## src/rtl/wb_ram_arb_2.sv

```systemverilog
// Two-master round-robin Wishbone arbiter in front of one RAM port.
// The grant is held for a whole cyc, and a per-access watchdog answers err when the slave never acks.
module wb_ram_arb_2 #(
  parameter int DATA_WIDTH   = 32,
  parameter int ADDR_WIDTH   = 16,
  parameter int SELECT_WIDTH = 4,
  parameter int TIMEOUT      = 16
) (
  input  logic                    clk,
  input  logic                    rst,
  input  logic [ADDR_WIDTH-1:0]   m0_adr_i,
  input  logic [DATA_WIDTH-1:0]   m0_dat_i,
  output logic [DATA_WIDTH-1:0]   m0_dat_o,
  input  logic                    m0_we_i,
  input  logic [SELECT_WIDTH-1:0] m0_sel_i,
  input  logic                    m0_stb_i,
  output logic                    m0_ack_o,
  output logic                    m0_err_o,
  input  logic                    m0_cyc_i,
  input  logic [ADDR_WIDTH-1:0]   m1_adr_i,
  input  logic [DATA_WIDTH-1:0]   m1_dat_i,
  output logic [DATA_WIDTH-1:0]   m1_dat_o,
  input  logic                    m1_we_i,
  input  logic [SELECT_WIDTH-1:0] m1_sel_i,
  input  logic                    m1_stb_i,
  output logic                    m1_ack_o,
  output logic                    m1_err_o,
  input  logic                    m1_cyc_i,
  output logic [ADDR_WIDTH-1:0]   s_adr_o,
  input  logic [DATA_WIDTH-1:0]   s_dat_i,
  output logic [DATA_WIDTH-1:0]   s_dat_o,
  output logic                    s_we_o,
  output logic [SELECT_WIDTH-1:0] s_sel_o,
  output logic                    s_stb_o,
  input  logic                    s_ack_i,
  output logic                    s_cyc_o,
  output logic [1:0]              gnt_o
);

  // Handshake: an access is s_cyc_o & s_stb_o, and it completes in the cycle the slave raises s_ack_i.
  // Ack is routed combinationally to the owner. In the err_pend cycle, the strobe is withheld and ack is ignored.
  typedef enum logic [1:0] {
    IDLE = 2'b00,
    G0   = 2'b01,
    G1   = 2'b10
  } state_t;

  state_t state, state_nxt;
  logic   last, last_nxt;
  logic   own_cyc;
  logic   err_pend;

  // The state encoding is the one-hot grant itself.
  assign gnt_o = state;

  always_comb begin
    own_cyc = 1'b0;
    case (state)
      G0:      own_cyc = m0_cyc_i;
      G1:      own_cyc = m1_cyc_i;
      default: own_cyc = 1'b0;
    endcase
  end

  // Re-arbitrate only when idle or when the owner has released cyc. There is no preemption.
  always_comb begin
    state_nxt = state;
    last_nxt  = last;
    if (state == IDLE || !own_cyc) begin
      if (m0_cyc_i && m1_cyc_i) state_nxt = last ? G0 : G1;
      else if (m0_cyc_i)        state_nxt = G0;
      else if (m1_cyc_i)        state_nxt = G1;
      else                      state_nxt = IDLE;
      if (state_nxt == G0)      last_nxt = 1'b0;
      else if (state_nxt == G1) last_nxt = 1'b1;
    end
  end

  always_ff @(posedge clk or posedge rst) begin
    if (rst) begin
      state <= IDLE;
      last  <= 1'b1;
    end else begin
      state <= state_nxt;
      last  <= last_nxt;
    end
  end

  always_comb begin
    s_adr_o  = '0;
    s_dat_o  = '0;
    s_we_o   = 1'b0;
    s_sel_o  = '0;
    s_cyc_o  = 1'b0;
    s_stb_o  = 1'b0;
    m0_ack_o = 1'b0;
    m1_ack_o = 1'b0;
    m0_err_o = 1'b0;
    m1_err_o = 1'b0;
    case (state)
      G0: begin
        s_adr_o  = m0_adr_i;
        s_dat_o  = m0_dat_i;
        s_we_o   = m0_we_i;
        s_sel_o  = m0_sel_i;
        s_cyc_o  = m0_cyc_i;
        s_stb_o  = m0_stb_i & m0_cyc_i & ~err_pend;
        m0_ack_o = s_ack_i & ~err_pend;
        m0_err_o = err_pend;
      end
      G1: begin
        s_adr_o  = m1_adr_i;
        s_dat_o  = m1_dat_i;
        s_we_o   = m1_we_i;
        s_sel_o  = m1_sel_i;
        s_cyc_o  = m1_cyc_i;
        s_stb_o  = m1_stb_i & m1_cyc_i & ~err_pend;
        m1_ack_o = s_ack_i & ~err_pend;
        m1_err_o = err_pend;
      end
      default: ;
    endcase
  end

  assign m0_dat_o = s_dat_i;
  assign m1_dat_o = s_dat_i;

  generate
    if (TIMEOUT > 0) begin : g_wdog
      localparam int WW = $clog2(TIMEOUT + 1);
      localparam logic [WW-1:0] WDOG_LAST = WW'(TIMEOUT - 1);
      logic [WW-1:0] wdog;

      // Counts stalled strobe cycles. The TIMEOUT-th stalled cycle raises a one-cycle err_pend.
      always_ff @(posedge clk or posedge rst) begin
        if (rst) begin
          wdog     <= '0;
          err_pend <= 1'b0;
        end else begin
          err_pend <= 1'b0;
          if (!s_stb_o || s_ack_i || state_nxt != state) begin
            wdog <= '0;
          end else if (wdog == WDOG_LAST) begin
            wdog     <= '0;
            err_pend <= 1'b1;
          end else begin
            wdog <= wdog + WW'(1);
          end
        end
      end
    end else begin : g_no_wdog
      assign err_pend = 1'b0;
    end
  endgenerate

endmodule

```

## config.mk

```make
export PLATFORM = sky130hd
export DESIGN_NAME = wb_ram_arb_2
export DESIGN_NICKNAME = d
export VERILOG_FILES = /design/src/rtl/wb_ram_arb_2.sv
export SDC_FILE = /design/constraint.sdc
export NUM_CORES = 1
export LEC_CHECK = 0
export BUFFER_PORTS_ARGS = -buffer_cell sky130_fd_sc_hd__buf_2
export CAP_MARGIN = 20
export CELL_PAD_IN_SITES_DETAIL_PLACEMENT = 2
export CELL_PAD_IN_SITES_GLOBAL_PLACEMENT = 2
export CORE_AREA = 3 3 121 123
export CTS_CLUSTER_DIAMETER = 80
export DETAILED_ROUTE_END_ITERATION = 6
export DIE_AREA = 0 0 124 126
export PLACE_DENSITY_LB_ADDON = 0.1
export SETUP_SLACK_MARGIN = 0.15
export SYNTH_ARGS = -nofsm -noshare
export SYNTH_HDL_FRONTEND = slang
export SYNTH_SLANG_ARGS = --single-unit
```

## constraint.sdc

```tcl
create_clock -name clk -period 4.6 [get_ports clk]
set_input_delay 1.15 -clock clk [delete_from_list [all_inputs] [get_ports clk]]
set_output_delay 1.15 -clock clk [all_outputs]
set_load 0.005 [all_outputs]
```

==> results, run 1 <==
- The run finished with clean final reports.
- The half-perimeter wire length after detailed placement is 6836 um.
- The number of standard cells after synthesis is 248.
- The total number of yosys warnings is 0.
- The minimum clock period after layout is between 3 and 4 ns.
- The full die area is roughly 16,000 um^2.
- The ratio of cells with drive above 1 in the final layout is 54.31%.
- After clock tree synthesis, the setup repair step added 0 buffers.
- The number of storage elements in the synthesis netlist is 9.
- The clock edge transition at the registers on the reported setup and hold paths is approximately 0.040 ns.
- The unique cell type count in the Yosys netlist is 30.
- Static timing analysis puts the maximum clock frequency at around 290 MHz.
- The most common cell in the synthesized netlist is sky130_fd_sc_hd__buf_4.
- TritonCTS built the clock tree.
- The DRC violation count after routing is 0.
- Along the worst path, the maximum fanout reaches 30.
- The number of enable-type register cells in the synthesized netlist is 0.
- The start-to-end type of the worst setup path is reg2out.
- The global-route wire length before repair is 12,740 um.
- Clock latency on the worst-skew pair, taken at its later pin, is approximately 0.23 ns.
- The worst hold path was traced through 2 stages.
- The sort of element at the start of the critical path is a register.
- The commonest register cell after synthesis is sky130_fd_sc_hd__dfrtp_1.
- The starting density of the core is roughly 13%.
- In the synthesized netlist the async set-or-reset flop fraction comes to 100.0%.
- The area of the placeable core is 13,770 um^2.
- Ranked by total cell area, the synthesized netlist is headed by sky130_fd_sc_hd__buf_4 28%, sky130_fd_sc_hd__a22oi_1 23%, sky130_fd_sc_hd__nor2_1 12%.
- In this run, the number of DRC markers left after iteration 0 of detailed routing was 33.
- The number of buffers created by CTS is 3.
- Across the routed clock network, the largest skew measured is 0.001047 ns.
- The total of endpoints with negative setup slack in the final report is 0.
- The number of nets in the synthesized netlist is 399.
- The average instance in the mapped netlist occupies 7.063 um^2.
- IR analysis of the VDD net gives a maximum drop of 117.3 uV.
- The number of detailed-route iterations in the first pass is 4.
- After layout, the design draws a total of about 900 uW.
- The leading area contributor after synthesis is sky130_fd_sc_hd__buf_4.
- The area growth from synthesis to layout is 37.50%.
- The element type at the critical path end is a primary output.
- The total power density per cell area is 373.2 nW/um^2.
- The depth of the most critical reg-to-reg path is 6.
- The final layout contains 500 nets.
- The final max-slew violation count is 0.
- The worst path required time is 3.45 ns.
- The worst min-delay path category is reg2reg.
- From left edge to right edge, the die measures about 120 um.
- The global route total overflow is 0.
- Summed over all failing endpoints, the final setup total negative slack is 0 ns.
- The count of nets left with antenna violations once routing finished came out at 0.
- The count of final hold-check violations came to 0.
- The tool flagged a number of max-cap violations equal to 0.
- At the worst endpoint, the arrival time is roughly 2.4 ns.
- Input and output buffers added on the ports amount to 173.
- The post-detailed-placement cell area is 2330 um^2.
- The final weighted congestion of routability-driven global placement is a little under 0.7.
- The floorplan step set the die height to 126 um.
- In the synthesized netlist, the cells that appear most often are 65 x sky130_fd_sc_hd__buf_4, 56 x sky130_fd_sc_hd__nor2_1, 54 x sky130_fd_sc_hd__a22oi_1.
- The worst pin sits at a relative slew slack of 52.60%.
- The number of antenna violations at the first check in global routing is 0.
- Entering global routing, the biggest net connects 31 pins.
- The root cell of the clock tree is sky130_fd_sc_hd__clkbuf_16.
- Dividing the detail-routed via count by the number of cells gives just over 4.
- The area fraction of the dominant cell type after synthesis is 27.86%.
- The via count of the first global-routing pass was roughly 2,300.
- Setup repair after global routing left no endpoint under its margin.
- The final critical path takes up roughly 76% of the cycle.
- After detailed routing, the average wire length per cell comes to 16.33 um.
- The leakage power is between 1 and 1.5 nW.
- The global-route usage over all layers is roughly a tenth.
- No sink is reached through more buffers than the 2 on the longest clock path.
- The total area of multi-input combinational cells is approximately 960 um^2.
- Across the whole layout, storage elements account for between 200 and 250 um^2.
- At the pin with the least slew margin, the transition time is between 0.7 and 0.8 ns.
- After routing the design area is 2409 um^2.
- The number of I/O pins is 270.
- The floorplan row count is 43.
- The cell area that synthesis handed to floorplanning was about 1800 um^2.
- Counting the fill cells in the layout gives 1,719.
- For this run, the register share of the synthesized area comes to 12.93%.
- The number of antenna diodes is 0.
- Final hold analysis gives a worst-case slack of slightly above 0.5 ns.
- In this run the number of H-tree levels came out at 1.
- Wires add up to 8622 um.
- Once the clock tree was built, the resizer swapped 0 gates to a different size.
- For this design, the sink count on the clock tree is 9.
- For this design, the CTS-stage hold fixing added 0 buffers.
- The total via count in the routed design is 2,127.
[metal layers]
layer	track usage (%)	vias to the layer above	routed length (um)
met1	11.26	1019	3027
met3	1.527	25	637
met2	20.14	76	4823
met5	0	-	0
li1	-	1007	-
met4	2.191	0	134
[flip-flops by register name (all words and copies together), names as in the netlist]
signal and count:
gnt_o 2, err_pend 1, g_wdog.wdog 5, last 1
[critical path, stage by stage, from the launching register on]
cell and delay (ns):
sky130_fd_sc_hd__dfrtp_1 0.40, sky130_fd_sc_hd__inv_1 0.20, sky130_fd_sc_hd__ha_2 0.65, sky130_fd_sc_hd__buf_4 0.44, sky130_fd_sc_hd__a22oi_1 0.15, sky130_fd_sc_hd__nor2_1 0.12
sky130_fd_sc_hd__buf_2 0.13
[where the power goes]
| group | internal, mW | leakage, nW | switching (mW) |
|---|---|---|---|
| Sequential | 0.0929 | 0.119 | 0.0132 |
| Combinational | 0.252 | 1.12 | 0.391 |
| Clock | 0.116 | 0.0382 | 0.0352 |
[final timing paths]
kind | from | end | slack (ns)
hold / removal | g_wdog.wdog[4]$_DFF_PP0_ | g_wdog.wdog[4]$_DFF_PP0_ | 0.51
setup / recovery | gnt_o[0]$_DFF_PP0_ | s_dat_o[17] | 1.09
min in group asynchronous | rst | gnt_o[1]$_DFF_PP0_ | 0.88
hold reg to reg | g_wdog.wdog[4]$_DFF_PP0_ | g_wdog.wdog[4]$_DFF_PP0_ | 0.51
setup reg to reg | gnt_o[0]$_DFF_PP0_ | g_wdog.wdog[3]$_DFF_PP0_ | 2.18
max in group asynchronous | rst | last$_DFFE_PP1P_ | 3.42
[area by class of cell]
class                           count  area share (%)
Multi-Input combinational cell    151           39.69
Timing Repair Buffer              177           37.19
Sequential cell                     9           9.403
Tap cell                          180           9.351
Clock buffer                        4           3.273
Inverter                            7           1.091
[logic make-up (layout without fill, tap and decap cells)]
family | after synthesis | after routing | synth area share (%)
buffers and inverters | 88 | 188 | 32.79
and+or+nand+nor | 79 | 79 | 20.57
AOI/OAI and AO/OA | 64 | 64 | 28.29
DFF | 9 | 9 | 12.93
adders and majority gates | 6 | 6 | 4.286
xor gates and xnor gates | 1 | 1 | 0.5001
muxes | 1 | 1 | 0.6428
[stage by stage]
step | std cells | worst slack [ns] | utilization (%)
floorplan | 248 | 1.827 | -
global placement | 524 | 1.281 | 16.92
detailed placement | 524 | 1.281 | 16.92
CTS | 528 | 1.025 | 17.49
global route | 528 | 0.8435 | 17.49
finish | 528 | 1.095 | 17.49
[cells in the final DEF, fill, tap and decap left out, types with 2 or more instances in the layout]
cell	synthesis	layout
sky130_fd_sc_hd__nor3_1	2	2
sky130_fd_sc_hd__a22oi_1	54	54
sky130_fd_sc_hd__dfrtp_1	8	8
sky130_fd_sc_hd__nor4_1	3	3
sky130_fd_sc_hd__ha_1	6	4
sky130_fd_sc_hd__inv_1	6	6
sky130_fd_sc_hd__clkbuf_16	0	3
sky130_fd_sc_hd__and3b_1	2	2
sky130_fd_sc_hd__nand3_1	3	3
sky130_fd_sc_hd__o21ai_0	4	4
sky130_fd_sc_hd__and2_1	2	2
sky130_fd_sc_hd__ha_2	0	2
sky130_fd_sc_hd__buf_4	65	4
sky130_fd_sc_hd__nand2_1	6	6
sky130_fd_sc_hd__nor2_1	56	56
sky130_fd_sc_hd__buf_2	0	173
Power figures use the tool's default switching activity.
==> run 2, diff against run 1 <==
--- a/config.mk
+++ b/config.mk
@@ -5,14 +5,15 @@
 export SDC_FILE = /design/constraint.sdc
 export NUM_CORES = 1
 export LEC_CHECK = 0
+export ABC_AREA = 1
 export BUFFER_PORTS_ARGS = -buffer_cell sky130_fd_sc_hd__buf_2
 export CAP_MARGIN = 20
 export CELL_PAD_IN_SITES_DETAIL_PLACEMENT = 2
 export CELL_PAD_IN_SITES_GLOBAL_PLACEMENT = 2
-export CORE_AREA = 3 3 121 123
+export CORE_AREA = 3 3 136 138
 export CTS_CLUSTER_DIAMETER = 80
 export DETAILED_ROUTE_END_ITERATION = 6
-export DIE_AREA = 0 0 124 126
+export DIE_AREA = 0 0 139 141
 export PLACE_DENSITY_LB_ADDON = 0.1
 export SETUP_SLACK_MARGIN = 0.15
 export SYNTH_ARGS = -nofsm -noshare
==> constraint.sdc (replaced) <==
create_clock -name clk -period 3.08 [get_ports clk]
set_input_delay 0.77 -clock clk [delete_from_list [all_inputs] [get_ports clk]]
set_output_delay 0.77 -clock clk [all_outputs]
set_load 0.005 [all_outputs]
==> run 2 against run 1 <==
  * Power increased by 53%
  * Synthesized area rose by 8.4%
  * Flip-flop and latch count stayed put
  * Worst setup slack got worse by 0.76 ns
  * Combinational power up 53%
  * Largest power group unchanged
==> results, run 2 <==
- The element type at the critical path end is a primary output.
- The deepest clock path buffer count is 2 (unchanged).
- The top cell types in the final layout, fill and taps aside, are 173 x sky130_fd_sc_hd__buf_2, 119 x sky130_fd_sc_hd__nand2_1, 55 x sky130_fd_sc_hd__a21oi_1.
- The remaining number of nets flagged by the antenna check after routing is 0 (unchanged).
- The minimum hold slack came to 0.5083 ns (+0.0001990 ns).
- Based on the critical path, the design can be clocked at up to roughly 360 MHz.
- The final weighted congestion of routability-driven global placement is 0.7577 (+11%).
- The headroom to the max-slew limit is 73.85% (+21 points).
- The clock sink count is 9 (unchanged).
- The via-per-instance ratio is 3.653 (-9.3%).
- The number of flip-flops in the largest register is 5 (unchanged).
- In this run the worst hold path is classified as in2async.
- The global route total overflow is 0 (unchanged).
- The leakage power was 1.355 nW (+5.8%).
- The transition time of the tightest slew-check pin is 0.3918 ns (-0.3191 ns).
- The worst stage delay on the critical path is 0.44 ns (-0.21 ns).
- The number of standard cells after synthesis was 319 (+29%).
- The unique cell type count in the Yosys netlist is 28 (-6.7%).
- The floorplan row count came to 48 (+12%).
- The arrival time at the worst endpoint is 1.98 ns (-0.38 ns).
- After detailed routing, no signal wire sits above met5.
- The area of the placeable core was 17,300 um^2 (+26%).
- The via count of the first global-routing pass is 2,526 (+11%).
- The full die area was 19,600 um^2 (+25%).
- The worst path required time came to 2.31 ns (-1.14 ns).
- The net switching power is 695.2 uW (+58%).
- The worst setup path is launched from a register.
- The ratio of cells with drive above 1 in the final layout is 48.69% (-5.6 points).
- The post-route cell area is 2631 um^2 (+9.2%).
- The clock tree from TritonCTS is yes.
- The routed wire length per instance was 15.58 um (-4.6%).
- The routed length on met2 came to 5005 um (+3.8%).
- The width of the chip is 139 um (+12%).
- The total area of sequential cells was 226.5 um^2 (unchanged).
- The number of nets in the layout was 571 (+14%).
- The part of the Yosys area used for sequential elements is 11.93% (-1.0 points).
- Setup repair after global routing left no endpoint under its margin.
- The DRC violation count after routing is 0 (unchanged).
- The total of buffers placed on input and output ports is 173 (unchanged).
- The post-detailed-placement cell area is 2550 um^2 (+9.5%).
- The part of the power in combinational logic is 71.6% (+0.2 points).
- The CTS H-tree depth is 1 (unchanged).
- The flow ran to the end, and the final reports show no timing, DRC or antenna violations.
- The highest ir drop seen on vdd is 202.6 uV (+73%).
- The share of synthesized flip-flops with an asynchronous set or reset is 100.0% (unchanged).
- The pin count of the biggest net entering global routing came to 57 (+84%).
- The critical path goes through inv_1 -> ha_1 -> inv_2 -> buf_12 -> a21oi_1 -> buf_2.
- The number of I/O pins came to 270 (unchanged).
- The number of fill cells is 2,148 (+25%).
- The count of final hold-check violations was 0 (unchanged).
- The number of storage elements in the synthesis netlist is 9 (unchanged).
- The number of buffers inserted by hold repair at cts is 0 (unchanged).
- The power share of the clock group is 16.9% (about the same).
- The global-route usage over all layers was 9.392% (-0.83 points).
- The startpoint identified for the worst register-to-register timing path is gnt_o[0]$_DFF_PP0_.
- The register bank with the most flops is g_wdog.wdog.
- After synthesis, the most frequently instantiated cells are 119 x sky130_fd_sc_hd__nand2_1, 65 x sky130_fd_sc_hd__buf_4, 55 x sky130_fd_sc_hd__a21oi_1.
- The total area of multi-input combinational cells was 1050 um^2 (+9.8%).
- The fraction of power spent switching nets is 50.68% (+1.9 points).
- The number of buffers created by CTS is 3 (unchanged).
- The worst clock skew was 0.001281 ns (+0.0002344 ns).
- The cell area after synthesis is 1898 um^2 (+8.4%).
- The layout-stage area growth over the synthesis result is 38.63%.
- The library cell used most frequently in the layout, excluding fill and tap cells, is sky130_fd_sc_hd__buf_2.
- The half-perimeter wire length after detailed placement is 8149 um (+19%).
- The first-iteration detailed-routing DRC count is 41 (+24%).
- The sequential share of power is 11.5% (-0.3 points).
- The cell internal power dissipation is 676.5 uW (+47%).
- The final max-slew violation count came to 0 (unchanged).
- Yosys attributes the largest share of cell area to sky130_fd_sc_hd__buf_4 26%, sky130_fd_sc_hd__nand2_1 24%, sky130_fd_sc_hd__a21oi_1 15%.
- The global-route wire length before repair is 14,810 um (+16%).
- The number of enable-type register cells in the synthesized netlist came to 0 (unchanged).
- The total via count in the routed design is 2,356 (+11%).
- The synthesized area divided by synthesized cell count is 5.950 um^2 (-16%).
- The sum of met3 wire segment lengths after detailed routing was 728 um (+14%).
- The summed negative setup slack over all endpoints is 0 ns (unchanged).
- The total of endpoints with negative setup slack in the final report is 0 (unchanged).
- The area fraction of the dominant cell type after synthesis came to 25.71% (-2.1 points).
- The number of antenna violations at the first check in global routing was 2 (+2).
- The largest fanout on the critical path is 40 (+33%).
- The total number of yosys warnings is 0 (unchanged).
- The total power density per cell area is 521.3 nW/um^2 (+40%).
- The most used flip-flop cell after synthesis is sky130_fd_sc_hd__dfrtp_1.
- Subtracting the final worst setup slack from the clock period gives ~2.7 ns.
- The root cell of the clock tree is sky130_fd_sc_hd__clkbuf_16.
- Tracing the worst setup path back leads to its startpoint at gnt_o[1]$_DFF_PP0_.
- The most repeated cell in the gate-level netlist after synthesis is sky130_fd_sc_hd__nand2_1.
- The max-capacitance violation count is 0 (unchanged).
- The later-pin clock latency in the skew report was 0.24 ns (about the same).
- The total wire length after detailed routing is 10,050 um (+17%).
- The cell with the biggest individual delay on the critical path is sky130_fd_sc_hd__dfrtp_1.
- The start-to-end type of the worst setup path is reg2out.
- Summed over all instances, the cell type with the most area after synthesis is sky130_fd_sc_hd__buf_4.
- The vertical die dimension is 141 um (+12%).
- The starting density of the core is 10.97% (-1.7 points).
- The number of detailed-route iterations in the first pass came to 4 (unchanged).
- In the finished design, the share of the clock period the worst path needs comes to 89.13%.
- The depth of the most critical reg-to-reg path is 9 (+3).
- The clock edge transition at the registers on the reported setup and hold paths was 0.04 ns (about the same).
- The met1 wire length was 4180 um (+38%).
- The post-CTS setup buffer count is 0 (unchanged).
- The post-synthesis net count came to 470 (+18%).
- The number of gates resized after CTS came to 0 (unchanged).
run 2: layer usage:
layer,GRT usage (%),up-vias
met5,0,-
met4,1.802,2
met3,2.578,18
met2,17.03,104
met1,11.17,1090
li1,-,1142
run 2: cells by family (layout without fill, tap and decap cells):
| kind of cell | Yosys count | after routing | synth area share [%] |
|---|---|---|---|
| AND/OR/NAND/NOR | 142 | 142 | 33.75 |
| buffers and inverters | 100 | 200 | 33.03 |
| AO/OA/AOI/OAI | 60 | 60 | 16.41 |
| flip-flops | 9 | 9 | 11.93 |
| adder cells (fa/ha/maj) | 6 | 6 | 3.955 |
| XOR/XNOR | 2 | 2 | 0.9230 |
| other | 0 | 1 | 0 |
run 2: per-stage QoR:
stage | setup WS [ns] | cells | util [%] | total power, mW
final | 0.3347 | 645 | 15.21 | 1.372
after global routing | 0.1558 | 644 | 15.20 | 1.525
after CTS | 0.2262 | 644 | 15.20 | 1.425
after detailed placement | 0.4797 | 640 | 14.74 | 1.189
after global placement | 0.4561 | 640 | 14.74 | 1.178
after floorplan | 0.9787 | 319 | - | 0.7552
run 2: path summary, 6_finish.rpt:
path	end	slack (ns)
setup / recovery	s_dat_o[2]	0.33
hold / removal	g_wdog.wdog[0]$_DFF_PP0_	0.51
setup reg to reg	err_pend$_DFF_PP0_	1.04
hold reg to reg	g_wdog.wdog[4]$_DFF_PP0_	0.52
max in group asynchronous	last$_DFFE_PP1P_	2.26
min in group clk	g_wdog.wdog[4]$_DFF_PP0_	0.52
run 2: layout make-up:
type / count / area share, %
diodes: 1 / 0.09510
clock buffers: 4 / 2.996
inverters: 19 / 2.710
multi-input cells: 210 / 39.90
flip-flops and latches: 9 / 8.607
well taps: 225 / 10.70
repair buffers: 177 / 35.00
run 2: power groups by stage:
stage	clock network, mW	registers [mW]	logic [mW]
after global routing	0.246	0.161	1.12
after floorplan	0	0.155	0.601
after global placement	0	0.159	1.02
final	0.232	0.158	0.982
after detailed placement	0	0.160	1.03
after CTS	0.236	0.159	1.03
run 2: critical path: cells and delay by family (launching register included):
kind	cells	cell delay, ns
AOI/OAI and AO/OA	1	0.10
adders and majority gates	1	0.35
buffers and inverters	4	0.83
DFF	1	0.44
==> run 3, diff against run 2 <==
--- a/config.mk
+++ b/config.mk
@@ -8,12 +8,12 @@
 export ABC_AREA = 1
 export BUFFER_PORTS_ARGS = -buffer_cell sky130_fd_sc_hd__buf_2
 export CAP_MARGIN = 20
-export CELL_PAD_IN_SITES_DETAIL_PLACEMENT = 2
-export CELL_PAD_IN_SITES_GLOBAL_PLACEMENT = 2
-export CORE_AREA = 3 3 136 138
+export CELL_PAD_IN_SITES_DETAIL_PLACEMENT = 0
+export CELL_PAD_IN_SITES_GLOBAL_PLACEMENT = 1
+export CORE_AREA = 3 3 113 115
 export CTS_CLUSTER_DIAMETER = 80
 export DETAILED_ROUTE_END_ITERATION = 6
-export DIE_AREA = 0 0 139 141
+export DIE_AREA = 0 0 116 118
 export PLACE_DENSITY_LB_ADDON = 0.1
 export SETUP_SLACK_MARGIN = 0.15
 export SYNTH_ARGS = -nofsm -noshare
==> run 3 against run 2 <==
  * Routed wire length decreased by 19%
  * Clock skew decreased by 0.00081 ns
  * Power is 1.9% lower
  * Sequential share of layout area increased by 0.29 points
  * Maximum frequency about the same
  * Largest cell class unchanged
  * Non-clock buffer count fell by 1
  * Critical path depth did not move
==> results, run 3 (synthesis results as in run 2) <==
- The area of the placeable core was 11,910 um^2 (-31%).
- The maximum clock rate was 363.9 MHz (about the same).
- The routed wire length per instance was 14.44 um (-7.3%).
- The part of the power in combinational logic is 71.1% (-0.5 points).
- The transition time of the tightest slew-check pin is 0.3724 ns (-0.01948 ns).
- The total of buffers placed on input and output ports was 173 (unchanged).
- The number of buffers and inverters on the critical path came to 4 (unchanged).
- The number of detailed-route iterations in the first pass is 4 (unchanged).
- The number of buffers inserted by hold repair at cts came to 0 (unchanged).
- The largest fanout on the critical path is 39 (-2.5%).
- The total wire length after detailed routing is 8161 um (-19%).
- The worst clock skew is 0.0004667 ns (-0.0008143 ns).
- The arrival time at the worst endpoint was 1.98 ns (about the same).
- The remaining number of nets flagged by the antenna check after routing was 0 (unchanged).
- The total of endpoints with negative setup slack in the final report is 0 (unchanged).
- The setup slack of the most critical reg-to-reg path is 1.18 ns (+0.14 ns).
- The register bank with the most flops is g_wdog.wdog.
- The critical path goes through inv_1 -> ha_1 -> inv_2 -> buf_12 -> a21oi_1 -> buf_2.
- The endpoint identified for the worst register-to-register timing path is g_wdog.wdog[1]$_DFF_PP0_.
- The global-route wire length before repair is 11,630 um (-21%).
- The number of fill cells came to 1,423 (-34%).
- The floorplan row count is 40 (-17%).
- The worst path required time is 2.31 ns (about the same).
- The full die area is 13,690 um^2 (-30%).
- The final weighted congestion of routability-driven global placement is 0.7469 (-1.4%).
- The width of the chip is 116 um (-17%).
- The DRC violation count after routing is 0 (unchanged).
- The post-CTS setup buffer count came to 0 (unchanged).
- The library cells used most frequently in the layout, excluding fill and tap cells, are 173 x sky130_fd_sc_hd__buf_2, 119 x sky130_fd_sc_hd__nand2_1, 55 x sky130_fd_sc_hd__a21oi_1.
- The worst stage delay on the critical path was 0.43 ns (about the same).
- The number of I/O pins came to 270 (unchanged).
- The max-capacitance violation count was 0 (unchanged).
- The summed negative setup slack over all endpoints is 0 ns (unchanged).
- The minimum clock period after layout is 2.748 ns (+0.002355 ns).
- The leakage power was 1.355 nW (about the same).
- The minimum hold slack is 0.4984 ns (-0.009964 ns).
- The ratio of cells with drive above 1 in the final layout is 48.56% (-0.12 points).
- The via count of the first global-routing pass is 2,134 (-16%).
- The number of antenna violations at the first check in global routing is 0 (-2).
- The power share of the clock group is 17.2% (+0.3 points).
- The total via count in the routed design came to 2,240 (-4.9%).
- The final max-slew violation count came to 0 (unchanged).
- TritonCTS built the clock tree.
- The utilization of the core after routing is 21.38% (+6.2 points).
- The first-iteration detailed-routing DRC count came to 100 (+140%).
- The clock sink count is 9 (unchanged).
- The fraction of power spent switching nets was 48.84% (-1.8 points).
- The highest ir drop seen on vdd is 275.1 uV (+36%).
- The total power density per cell area is 528.4 nW/um^2 (+1.4%).
- The worst setup path is launched from a register.
- The number of flip-flops in the largest register is 5 (unchanged).
- The net switching power is 657.2 uW (-5.5%).
- The vertical die dimension is 118 um (-16%).
- The CTS H-tree depth is 1 (unchanged).
- The startpoint of the lowest-slack register-to-register path is gnt_o[0]$_DFF_PP0_.
- The number of antenna diodes came to 0 (-1).
- From synthesis to final layout, the design area changed by 34.15%.
- The later-pin clock latency in the skew report is 0.24 ns (about the same).
- Setup repair after global routing left no endpoint under its margin.
- The cell internal power dissipation is 688.3 uW (+1.7%).
- The element type at the critical path end is a primary output.
- The share of the cycle needed by the critical path after routing was 89.21% (about the same).
- Clock tree synthesis selected as its root buffer the cell sky130_fd_sc_hd__clkbuf_16.
- The count of final hold-check violations is 0 (unchanged).
- The starting density of the core is 15.93% (+5.0 points).
- The number of buffers created by CTS is 3 (unchanged).
- The half-perimeter wire length after detailed placement is 6590 um (-19%).
- The number of nets in the layout is 570 (-0.18%).
- The depth of the most critical reg-to-reg path is 8 (-1).
- The deepest clock path buffer count came to 2 (unchanged).
- The kind of cell with the highest combined delay along the critical path is buffers and inverters.
- The global-route usage over all layers is 10.73% (+1.3 points).
- The sequential share of power is 11.8% (+0.3 points).
- The worst min-delay path category is in2async.
- The critical path in this run is classified as reg2out.
- The global route total overflow came to 0 (unchanged).
- The run finished with clean final reports.
- The via-per-instance ratio was 3.965 (+8.5%).
- The pin count of the biggest net entering global routing is 45 (-21%).
- On the critical path, the stage with the largest delay is an instance of sky130_fd_sc_hd__dfrtp_1.
- The most common cell after layout, fill and taps aside is sky130_fd_sc_hd__buf_2.
- The headroom to the max-slew limit is 75.15% (+1.3 points).
- The clock edge transition at the registers on the reported setup and hold paths is 0.04 ns (about the same).
-- run 3: changes by cell type in the layout (fill, tap and decap cells not counted), sizes merged --
cell / before / now
buf: 177 / 176
diode: 1 / 0
-- run 3: per-layer routing --
layer	routed length, um	GRT usage (%)	share of wire, %
met5	0	0	0
met4	112	2.466	1.4
met3	807	3.085	9.9
met2	4200	20.04	51
met1	3040	11.71	37
-- run 3: power groups by stage --
stage	Combinational, mW	Sequential (mW)	Clock, mW
6_report	0.956	0.158	0.231
5_1_grt	1.08	0.161	0.247
4_1_cts	0.979	0.156	0.237
3_5_place_dp	0.974	0.158	0
3_3_place_gp	0.992	0.157	0
2_1_floorplan	0.601	0.155	0
-- run 3: per-stage QoR --
stage          area [um^2]  cells  power [mW]  setup slack, ns
6_report              2546    565       1.345           0.3324
5_1_grt               2546    565       1.491           0.1739
4_1_cts               2536    565       1.372           0.2365
3_5_place_dp          2457    561       1.131           0.4926
3_3_place_gp          2457    561       1.150           0.4464
2_1_floorplan         1898    319      0.7552           0.9787
-- run 3: what timing repair did --
item / CTS / global route
hold endpoints to repair: 0 / 0
endpoints found under the setup margin: 0 / 2
gates resized for setup: 0 / 1
-- run 3: worst max-delay path by stage --
stage,startpoint,to,slack [ns],cells past startpoint
finish,gnt_o[0]$_DFF_PP0_,s_dat_o[5],0.33,6
global route,gnt_o[1]$_DFF_PP0_,s_dat_o[5],0.17,6
CTS,gnt_o[1]$_DFF_PP0_,s_dat_o[5],0.24,6
detailed placement,gnt_o[1]$_DFF_PP0_,s_dat_o[5],0.49,6
global placement,gnt_o[1]$_DFF_PP0_,s_dat_o[5],0.45,6
floorplan,gnt_o[0]$_DFF_PP0_,s_adr_o[0],0.98,5
-- run 3: worst reg2reg max path, cell delays in order (launching register included) --
cell and delay [ns]:
sky130_fd_sc_hd__dfrtp_1 0.43, sky130_fd_sc_hd__inv_1 0.15, sky130_fd_sc_hd__ha_1 0.38, sky130_fd_sc_hd__inv_2 0.17, sky130_fd_sc_hd__nor2_2 0.11, sky130_fd_sc_hd__nand3_1 0.16
sky130_fd_sc_hd__nor2_2 0.16, sky130_fd_sc_hd__nand3_4 0.14, sky130_fd_sc_hd__nor3_2 0.12
-- run 3: final cells by class --
type	instances	area (um^2)	area share, %
timing repair buffer	176	925.9	36.36
inverter	19	71.32	2.801
clock buffer	4	78.83	3.096
multi-input combinational	210	1060	41.62
sequential	9	226.5	8.894
tap	147	183.9	7.224
